===== config.mk =====
export PLATFORM = sky130hd
export DESIGN_NAME = seven_seg_scan_driver
export DESIGN_NICKNAME = d
export VERILOG_FILES = /design/src/rtl/seven_seg_scan_driver.sv
export SDC_FILE = /design/constraint.sdc
export NUM_CORES = 1
export LEC_CHECK = 0
export ABC_CLOCK_PERIOD_IN_PS = 3500
export CAP_MARGIN = 20
export CORE_MARGIN = 1.5
export CORE_UTILIZATION = 55
export CTS_BUF_LIST = sky130_fd_sc_hd__clkbuf_4
export DETAILED_ROUTE_END_ITERATION = 12
export HOLD_SLACK_MARGIN = 0.12
export PLACE_DENSITY = 0.84
export SLEW_MARGIN = 20
export SYNTH_ARGS = -nofsm -noshare
export SYNTH_HDL_FRONTEND = slang
export SYNTH_SLANG_ARGS = --single-unit

===== constraint.sdc =====
create_clock -name clk -period 3.5 [get_ports clk]
set_input_delay 0.7 -clock clk [delete_from_list [all_inputs] [get_ports clk]]
set_output_delay 0.7 -clock clk [all_outputs]
set_load 0.01 [all_outputs]

===== src/rtl/seven_seg_scan_driver.sv =====
// Multiplexed N-digit common-anode seven-segment scan driver with shadowed, tear-free frame updates.
// Optional leading-zero blanking is compiled in when SEG_LZB_EN is defined.
module seven_seg_scan_driver #(
  parameter int DIGITS      = 8,
  parameter int REFRESH_DIV = 100000
) (
  input  logic                  clk,
  input  logic                  reset,
  input  logic                  load,
  input  logic [4*DIGITS-1:0]   value,
  input  logic [DIGITS-1:0]     dp_in,
  input  logic [DIGITS-1:0]     digit_en,
  input  logic                  hex_mode,
  output logic [7:0]            Seven_Seg,
  output logic [DIGITS-1:0]     Anode,
  output logic                  frame_done
);

  localparam int CW = (REFRESH_DIV > 1) ? $clog2(REFRESH_DIV) : 1;
  localparam int IW = (DIGITS > 1) ? $clog2(DIGITS) : 1;
  localparam logic [CW-1:0] CNT_LAST = CW'(REFRESH_DIV - 1);
  localparam logic [IW-1:0] IDX_LAST = IW'(DIGITS - 1);

  // Scan counters
  logic [CW-1:0] cnt_reg, cnt_next;
  logic [IW-1:0] idx_reg, idx_next;
  logic          tick;
  logic          wrap;

  // Shadow (host side) and display (scan side) copies
  logic [4*DIGITS-1:0] shadow_val_reg;
  logic [DIGITS-1:0]   shadow_dp_reg;
  logic [DIGITS-1:0]   shadow_en_reg;
  logic [4*DIGITS-1:0] disp_val_reg;
  logic [DIGITS-1:0]   disp_dp_reg;
  logic [DIGITS-1:0]   disp_en_reg;

  // Output register
  logic [7:0]        seg_reg, seg_next;
  logic [DIGITS-1:0] anode_reg, anode_next;
  logic              frame_done_reg;

  // Per-digit view of the display registers
  logic [3:0]        disp_nib [DIGITS];
  logic [DIGITS-1:0] lzb_mask;

  // Selected digit
  logic [3:0] sel_nib;
  logic       sel_dp;
  logic       sel_en;
  logic       sel_lzb;

  // Active-low g..a pattern; BCD mode blanks codes 10-15.
  function automatic logic [6:0] decode(input logic [3:0] nib, input logic hex);
    logic [6:0] pat;
    case (nib)
      4'h0: pat = 7'h40;
      4'h1: pat = 7'h79;
      4'h2: pat = 7'h24;
      4'h3: pat = 7'h30;
      4'h4: pat = 7'h19;
      4'h5: pat = 7'h12;
      4'h6: pat = 7'h02;
      4'h7: pat = 7'h78;
      4'h8: pat = 7'h00;
      4'h9: pat = 7'h10;
      4'hA: pat = 7'h08;
      4'hB: pat = 7'h03;
      4'hC: pat = 7'h46;
      4'hD: pat = 7'h21;
      4'hE: pat = 7'h06;
      default: pat = 7'h0E;
    endcase
    if (!hex && (nib > 4'h9)) begin
      pat = 7'h7F;
    end
    return pat;
  endfunction

  assign tick = (cnt_reg == CNT_LAST);
  assign wrap = tick && (idx_reg == IDX_LAST);

  always_comb begin
    cnt_next = cnt_reg + 1'b1;
    idx_next = idx_reg;
    if (tick) begin
      cnt_next = '0;
      idx_next = (idx_reg == IDX_LAST) ? '0 : idx_reg + 1'b1;
    end
  end

  always_ff @(posedge clk) begin
    if (reset) begin
      cnt_reg <= '0;
      idx_reg <= '0;
    end else begin
      cnt_reg <= cnt_next;
      idx_reg <= idx_next;
    end
  end

  // Display only follows the shadow at frame wrap, so a frame never mixes old and new data.
  always_ff @(posedge clk) begin
    if (reset) begin
      shadow_val_reg <= '0;
      shadow_dp_reg  <= '0;
      shadow_en_reg  <= '0;
      disp_val_reg   <= '0;
      disp_dp_reg    <= '0;
      disp_en_reg    <= '0;
    end else begin
      if (load) begin
        shadow_val_reg <= value;
        shadow_dp_reg  <= dp_in;
        shadow_en_reg  <= digit_en;
      end
      if (wrap) begin
        disp_val_reg <= shadow_val_reg;
        disp_dp_reg  <= shadow_dp_reg;
        disp_en_reg  <= shadow_en_reg;
      end
    end
  end

  generate
    for (genvar gi = 0; gi < DIGITS; gi++) begin : g_nib
      assign disp_nib[gi] = disp_val_reg[4*gi +: 4];
    end
  endgenerate

`ifdef SEG_LZB_EN
  // Walk down from the top digit; disabled digits do not stop the run of leading zeros.
  logic lz_run;
  always_comb begin
    lz_run   = 1'b1;
    lzb_mask = '0;
    for (int i = DIGITS - 1; i >= 1; i--) begin
      lz_run      = lz_run && (!disp_en_reg[i] || ((disp_nib[i] == 4'h0) && !disp_dp_reg[i]));
      lzb_mask[i] = lz_run;
    end
  end
`else
  assign lzb_mask = '0;
`endif

  always_comb begin
    sel_nib = '0;
    sel_dp  = 1'b0;
    sel_en  = 1'b0;
    sel_lzb = 1'b0;
    for (int i = 0; i < DIGITS; i++) begin
      if (idx_reg == IW'(i)) begin
        sel_nib = disp_nib[i];
        sel_dp  = disp_dp_reg[i];
        sel_en  = disp_en_reg[i];
        sel_lzb = lzb_mask[i];
      end
    end
  end

  // cnt==0 forces a dark guard cycle so the previous digit cannot ghost onto the new anode.
  always_comb begin
    seg_next   = 8'hFF;
    anode_next = '1;
    if ((cnt_reg != '0) && sel_en) begin
      anode_next = ~(DIGITS'(1) << idx_reg);
      if (!sel_lzb) begin
        seg_next = {~sel_dp, decode(sel_nib, hex_mode)};
      end
    end
  end

  always_ff @(posedge clk) begin
    if (reset) begin
      seg_reg        <= 8'hFF;
      anode_reg      <= '1;
      frame_done_reg <= 1'b0;
    end else begin
      seg_reg        <= seg_next;
      anode_reg      <= anode_next;
      frame_done_reg <= wrap;
    end
  end

  assign Seven_Seg  = seg_reg;
  assign Anode      = anode_reg;
  assign frame_done = frame_done_reg;

endmodule


# Yosys cells after proc, flatten, opt, wreduce, memory -nomap -nowiden
# Memories as Yosys holds them, arrays and structs flattened. A register that Yosys moved wholly into a read port is not among the register bits.
# Index checks and enable logic that the tools add are counted.
word_totals:
  rom_bits: 112
  mem_count: 1
  ff_bits: 126
  output_inout_bits: 17
  inputBits: 52
mem_list:
  columns: ["memory", "words", "width", "read_ports", "rd_ports_with_merged_regs", "write_ports", "line_no", "source"]
  rows:
  - ["(no name shown)", 16, 7, 1, 1, 0, "56", "case (nib)"]
classes:
  n_mux: 25
  magnitude_cmp: 1
  n_shift: 1
  eq_ne: 8
  bitwise_logic: 3
  n_addsub: 2
  reduce_logical: 9
op_table:
  columns: ["op", "count"]
  rows:
  - ["$mux W4", 8]
  - ["$add A17 B1 Y17 const B", 1]
  - ["$eq A17 B17 Y1 const B", 1]
  - ["$reduce_bool A17 Y1", 1]
  - ["$mux W1", 16]
  - ["$eq A3 B3 Y1 const B", 4]
  - ["$not A8 Y8", 1]
  - ["$shl A1 B3 Y8 const A", 1]
  - ["$eq A3 B2 Y1 const B", 2]
  - ["$gt A4 B4 Y1 const B", 1]
  - ["$reduce_or A2 Y1", 2]
  - ["$add A3 B1 Y3 const B", 1]
  - ["$eq A3 B1 Y1 const B", 1]
  - ["$logic_and A1 B1 Y1", 3]
  - ["$logic_not A3 Y1", 1]
  - ["$mux W3", 1]
  - ["$reduce_or A3 Y1", 1]
  - ["$not A1 Y1", 2]
  - ["$logic_not A1 Y1", 1]

# Logic depth before layout (Yosys ltp)
# Gate-level depths: netlist of run 1.
depth:
  ltp_word: 12
  ltp_mapped: 14
  depth_no_buf: 12

# Least setup slack after synthesis of run 1
# OpenSTA, ideal clock, no wires.
synth_timing:
  path_type: "reg-to-reg"
  start: "register idx_reg[1]"
  end: "register seg_reg[2], in the netlist Seven_Seg[2]"
  required_time_ns: 3.405
  arrival_ns: 2.388
  setup_time_ns: 0.095
  stages_incl_launch_ff: 15
  period_less_slack_ns: 2.483
  n_path_buf: 2
  slack_ns: 1.017
  path_cell_list: "dfxtp_1 ha_1 ha_1 buf_2 buf_4 nor3b_1 o31ai_1 a21oi_1 o21ai_1 inv_1 ha_1 inv_1 a21oi_1 o31a_4 o311ai_1"
synth_via:
  elab_chain_cells: 12
  elab_cells_between_ends: 29
  classes_between: "order compare: 1; eq/ne: 7; mux: 16; bitwise: 1; reduce/logical: 4"
synth_lines:
  columns: ["element", "line_no", "source"]
  rows:
  - ["from (decl)", "26", "logic [IW-1:0] idx_reg, idx_next;"]
  - ["from (signal assigned)", "98", "idx_reg <= idx_next;"]
  - ["$logic_not A3 Y1", "152", "if (idx_reg == IW'(i)) begin"]
  - ["$mux W4 or $mux W1 (tied branches) (8 in a row)", "152", null]
  - ["$gt A4 B4 Y1 or $logic_and A1 B1 Y1 (tied branches)", "74, 165", null]
  - ["$logic_and A1 B1 Y1 or $not A1 Y1 (tied branches)", null, null]
  - ["$reduce_or A3 Y1 (no source line)", null, null]
  - ["to (decl)", "39", "logic [7:0] seg_reg, seg_next;"]
# Parallel ways exist; a longest one is shown, timed or not.
# A chain may end at the register's enable or synchronous reset.

# Final worst setup path of run 1
layout_timing:
  start: "register idx_reg[1]"
  end: "register seg_reg[5], in the netlist Seven_Seg[5]"
# The elaborated chain is that of the path after synthesis.

==> results of run 1 <==
## worst max-delay path, stage by stage (launching register included)
cell	delay, ps
dfxtp_1	390
ha_1	220
ha_1	540
nor3b_1	110
o31ai_1	260
a21oi_1	120
o21ai_1	320
inv_1	150
ha_1	220
inv_1	110
a21oi_1	90
o31a_4	330
o311ai_1	100
## metrics by stage
step / hold WS (ps) / total power, mW / setup WS (ps) / util (%) / cells
CTS: 486 / 2.71 / 516 / 66.3 / 749
global placement: 445 / 1.76 / 783 / 63.5 / 717
detailed placement: 460 / 1.76 / 551 / 63.5 / 717
global route: 490 / 2.79 / 224 / 66.3 / 749
finish: 482 / 2.69 / 445 / 66.3 / 749
floorplan: 430 / 1.69 / 1020 / - / 545
## power by group through the flow
| stage | clock network (mW) | registers [mW] | logic (mW) |
|---|---|---|---|
| after floorplan | 0 | 1.60 | 0.0889 |
| after global placement | 0 | 1.60 | 0.154 |
| after detailed placement | 0 | 1.61 | 0.159 |
| after CTS | 0.981 | 1.57 | 0.159 |
| after global routing | 1.04 | 1.58 | 0.172 |
| final | 0.960 | 1.57 | 0.157 |
## worst max-delay path by stage
stage                     slack, ps                       to  depth (start not counted)
after CTS                       520  Seven_Seg[5]$_SDFF_PP1_                         12
after floorplan                1020  Seven_Seg[2]$_SDFF_PP1_                         14
final                           450  Seven_Seg[5]$_SDFF_PP1_                         12
after global routing            220  Seven_Seg[5]$_SDFF_PP1_                         11
after detailed placement        550  Seven_Seg[5]$_SDFF_PP1_                         12
after global placement          780  Seven_Seg[6]$_SDFF_PP1_                         11
## final cells by class
| class | count | area (um2) |
|---|---|---|
| clock inverter | 15 | 140 |
| multi-input combinational | 358 | 2490 |
| sequential | 133 | 2660 |
| clock buffer | 17 | 128 |
| timing repair buffer | 76 | 731 |
| fill | 781 | 3250 |
| tap | 133 | 166 |
| inverter | 17 | 63.8 |
## synth_stat cells (4+ instances only)
| master | instances | area share, % |
|---|---|---|
| dfxtp_1 | 133 | 49 |
| nor2_1 | 79 | 5.5 |
| mux2i_1 | 51 | 9.4 |
| a22o_1 | 49 | 7.9 |
| nand2_1 | 33 | 2.3 |
| a21oi_1 | 19 | 1.8 |
| buf_2 | 17 | 1.6 |
| nand3_1 | 16 | 1.5 |
| inv_1 | 15 | 1.0 |
| ha_1 | 13 | 3.0 |
| clkbuf_1 | 12 | 0.83 |
| xor2_1 | 10 | 1.6 |
| nand3b_1 | 9 | 1.2 |
| nor3b_1 | 6 | 0.83 |
| o21ai_1 | 6 | 0.56 |
| xnor2_1 | 6 | 0.97 |
| nand4_1 | 5 | 0.58 |
| nor2b_1 | 5 | 0.58 |
| buf_6 | 4 | 0.83 |
| nor3_1 | 4 | 0.37 |
| o211ai_1 | 4 | 0.56 |
| o31ai_1 | 4 | 0.56 |
## layer usage
layer | part of all wire [%] | wire, um | GRT usage, %
met4 | 2.0 | 223 | 9.27
met5 | 0 | 0 | 0
met2 | 48 | 5290 | 36.9
met1 | 47 | 5150 | 27.8
met3 | 3.5 | 385 | 5.06
## cells in the final DEF (no fill, tap or decap), drive strengths merged, types with 9 or more instances in the layout
| cell type | n |
|---|---|
| a21oi | 20 |
| a22o | 49 |
| buf | 10 |
| clkbuf | 17 |
| clkdlybuf4s50 | 66 |
| clkinv | 11 |
| dfxtp | 133 |
| ha | 13 |
| inv | 16 |
| mux2i | 51 |
| nand2 | 33 |
| nand3 | 17 |
| nand3b | 9 |
| nor2 | 81 |
| xor2 | 10 |
## kinds of logic after synthesis
logic type | share of synthesized area [%]
compound gates | 15.6
xor+xnor | 2.59
fa+ha+maj | 3.01
buf+inv | 4.90
flops | 49.2
mux | 9.64
simple gates | 15.1
==> results.cfg, run 1 <==
[sta]
tightest_slew_ps = 787
setup_viol = 0
min_period_ps = 3050
skew_ps = 15.2
slew_headroom_pct = 47.5
fmax_ghz = 0.327
fin_setup_tns_ps = 0
slew_viol_final = 0
hold_viol_final = 0
grt_setup_unrepaired = false
fin_crit_sh_pct = 87.3

[routing]
drt_iter0_drc = 226
wl_per_cell_um = 14.8
final_antenna_net_count = 0
vias = 4084
finalWirelength_um = 11100
dr.pass1.iters = 4
remaining_drc_errors = 0
vias_per_cell = 5.45

[power_and_ir_drop]
internal-power_mw = 2.05
sequentialPowerShare_pct = 58.5
power_density_mw_per_mm2 = 421
swShare_pct = 23.7
peakVddDrop_uv = 245
p_comb_share_pct = 5.8
clkPwrFrac_pct = 35.7
p_switching_mw = 0.637
leakage_nw = 2.51

[global_routing]
grt_pass1_vias = 3926
grt_pass1_wl_um = 18100
grtUsageTotal_pct = 22.2
antenna_found_initial = 0
grt_remaining_overflow = 0
grt_max_degree = 51

[clock_tree]
cts_tree = built
path_clk_slew_ps = 100
cts_resized = 0
postCtsSetupBuffers = 0
insertion_delay_ps = 510
cts_sinks = 133
numCtsBuffers = 17
postCtsHoldBufs = 0
htreeDepth = 4
cts-root-buf = clkbuf_4
clockBufferDepth = 2

[cells_and_area]
drive_gt1_share_pct = 8.44
syn2layout_area_growth_pct = 18.0
final_area_mm2 = 0.00639
n_antenna_cell = 0
fin_nets = 668

[floorplan]
die-area_mm2 = 0.0104
start_util_pct = 56.1
rows = 36
core_area_mm2 = 0.00964
dieHeight_um = 102
die_w_um = 102
ioPinCount = 69

[min_path]
hold_start = disp_en_reg[5]$_SDFFE_PP0P_
hold_path_class = reg2reg
min_to = disp_en_reg[5]$_SDFFE_PP0P_
holdPathStages = 1

[status]
status = finished, final reports clean

[synth]
synthFlopType = dfxtp_1
syn_inst = 545
syn_nets = 610
syn_avg_cell_area_um2 = 9.93
synthArstFlopShare_pct = 0
synth_seq_area_share_pct = 49.2
synth_area_mm2 = 0.00541
ys_seq_elements = 133
synth_edf_count = 0
ys_warn_count = 0
yosysUniqueCellTypes = 57

[setup_path]
rr_startpoint = idx_reg[1]$_SDFFE_PP0N_
crit_start = idx_reg[1]$_SDFFE_PP0N_
start_kind = flop
path_class = reg2reg
cp_max_fo = 17
r2r_setup_slack_ps = 450
reg2reg_depth = 12
end_kind = flop
cp.required_ps = 3900
timing.rr.end = Seven_Seg[5]$_SDFF_PP1_
cp.arrival_ps = 3460

[placement]
placedInstanceArea_mm2 = 0.00612
post-dp-hpwl_um = 7710
io_buffers = 68
place_congestion = 0.827

[flow_run]
cap_violations = 0
Note: power is estimated with default switching activity, not from simulation.
==> inputs of run 2 (changes only) <==
PLACE_DENSITY = default   (was 0.84)
PLACE_DENSITY_LB_ADDON = 0.05   (was default)
SLEW_MARGIN = default   (was 20)
==> run 2 against run 1 <==
- sequential share of layout area shrank 0.12 points
- clock power rose by 10%
- hold slack got worse by 3.3 ps
- die area unchanged
==> results.cfg, run 2 (synthesized netlist as in run 1, its figures left out) <==
[routing]
remaining_drc_errors = 0
wl_met2_um = 5320
met1_length_um = 5110
finalWirelength_um = 11000
vias_per_cell = 5.43
dr.pass1.iters = 4
vias = 4059
wl_per_cell_um = 14.8
met3WireLength_um = 482
drt_iter0_drc = 172
top_layer_used = met4
final_antenna_net_count = 0

[clock_tree]
postCtsSetupBuffers = 0
clockBufferDepth = 2
cts-root-buf = clkbuf_4
postCtsHoldBufs = 0
cts_sinks = 133
htreeDepth = 4
insertion_delay_ps = 500
path_clk_slew_ps = 120
numCtsBuffers = 17
cts_resized = 0
cts_tree = built

[cells_and_area]
fin_nets = 667
mostFrequentLayoutCells = dfxtp_1 (133), nor2_1 (79), clkdlybuf4s50_1 (66)
drive_gt1_share_pct = 8.29
fillerInstances = 826
syn2layout_area_growth_pct = 18.4
n_antenna_cell = 0
final_area_mm2 = 0.00640
layout_commonest_cell = dfxtp_1

[status]
status = finished, final reports clean

[setup_path]
end_kind = flop
cp.arrival_ps = 3390
cp_max_fo = 16
path_class = reg2reg
timing.rr.end = Seven_Seg[6]$_SDFF_PP1_
cp.required_ps = 3870
reg2reg_depth = 9
start_kind = flop
rr_startpoint = idx_reg[2]$_SDFFE_PP0N_
r2r_setup_slack_ps = 480

[global_routing]
grt_pass1_wl_um = 18000
antenna_found_initial = 0
grt_max_degree = 50
grtUsageTotal_pct = 21.9
grt_remaining_overflow = 0
grt_pass1_vias = 3799

[min_path]
hold_start = shadow_dp_reg[6]$_SDFFE_PP0P_
hold_path_class = reg2reg
holdPathStages = 1
min_to = disp_dp_reg[6]$_SDFFE_PP0P_

[floorplan]
rows = 36
die-area_mm2 = 0.0104
start_util_pct = 56.1
dieHeight_um = 102
core_area_mm2 = 0.00964
ioPinCount = 69
die_w_um = 102

[sta]
min_period_ps = 3020
hold_viol_final = 0
fmax_ghz = 0.331
fin_crit_sh_pct = 86.2
tightest_slew_ps = 802
setup_viol = 0
fin_setup_tns_ps = 0
skew_ps = 14.6
grt_setup_unrepaired = false
slew_headroom_pct = 46.5
slew_viol_final = 0

[power_and_ir_drop]
p_total_mw = 2.79
peakVddDrop_uv = 303
power_density_mw_per_mm2 = 435
leakage_nw = 2.52

[placement]
io_buffers = 68
placedInstanceArea_mm2 = 0.00611
place_congestion = 0.881
post-dp-hpwl_um = 7430

[flow_run]
cap_violations = 0
## run 2: how the worst max path moves through the flow
stage | start | end | slack [ps] | cells after the start
2_1_floorplan | idx_reg[1]$_SDFFE_PP0N_ | Seven_Seg[2]$_SDFF_PP1_ | 1020 | 14
3_3_place_gp | idx_reg[2]$_SDFFE_PP0N_ | Seven_Seg[6]$_SDFF_PP1_ | 600 | 9
3_5_place_dp | idx_reg[2]$_SDFFE_PP0N_ | Seven_Seg[6]$_SDFF_PP1_ | 510 | 9
4_1_cts | idx_reg[2]$_SDFFE_PP0N_ | Seven_Seg[6]$_SDFF_PP1_ | 500 | 9
5_1_grt | idx_reg[2]$_SDFFE_PP0N_ | Seven_Seg[5]$_SDFF_PP1_ | 210 | 9
6_report | idx_reg[2]$_SDFFE_PP0N_ | Seven_Seg[6]$_SDFF_PP1_ | 480 | 9
## run 2: metrics by stage
stage | hold slack [ps] | setup WS [ps] | std cells | utilization, %
after detailed placement | 455 | 511 | 716 | 63.4
after floorplan | 430 | 1020 | 545 | -
after global placement | 447 | 598 | 716 | 63.4
after CTS | 483 | 503 | 748 | 66.4
after global routing | 501 | 207 | 748 | 66.4
final | 478 | 481 | 748 | 66.4
## run 2: metal layers
layer | vias up | GRT usage [%]
met5 | - | 0
met4 | 0 | 6.53
met3 | 10 | 5.13
met2 | 98 | 36.2
met1 | 1914 | 28.7
li1 | 2037 | -
## run 2: where the power goes
group | switching [mW] | internal [mW]
Clock | 0.561 | 0.500
Sequential | 0.0227 | 1.55
Combinational | 0.0685 | 0.0888
Total | 0.652 | 2.14
## run 2: area by class of cell
cell class / instances / area, um2 / share of cell area (%)
inverter: 17 / 63.8 / 0.996
clock inverter: 14 / 159 / 2.48
multi-input combinational: 358 / 2490 / 39.0
tap: 133 / 166 / 2.60
clock buffer: 18 / 135 / 2.11
sequential: 133 / 2660 / 41.6
timing repair buffer: 75 / 723 / 11.3
## run 2: critical path: stages, from the launching register on
cell,delay (ps)
dfxtp_1,540
buf_4,280
ha_1,520
inv_1,250
o2bb2ai_1,450
inv_1,160
ha_1,260
mux2_2,270
nand2_1,70
o311ai_1,90
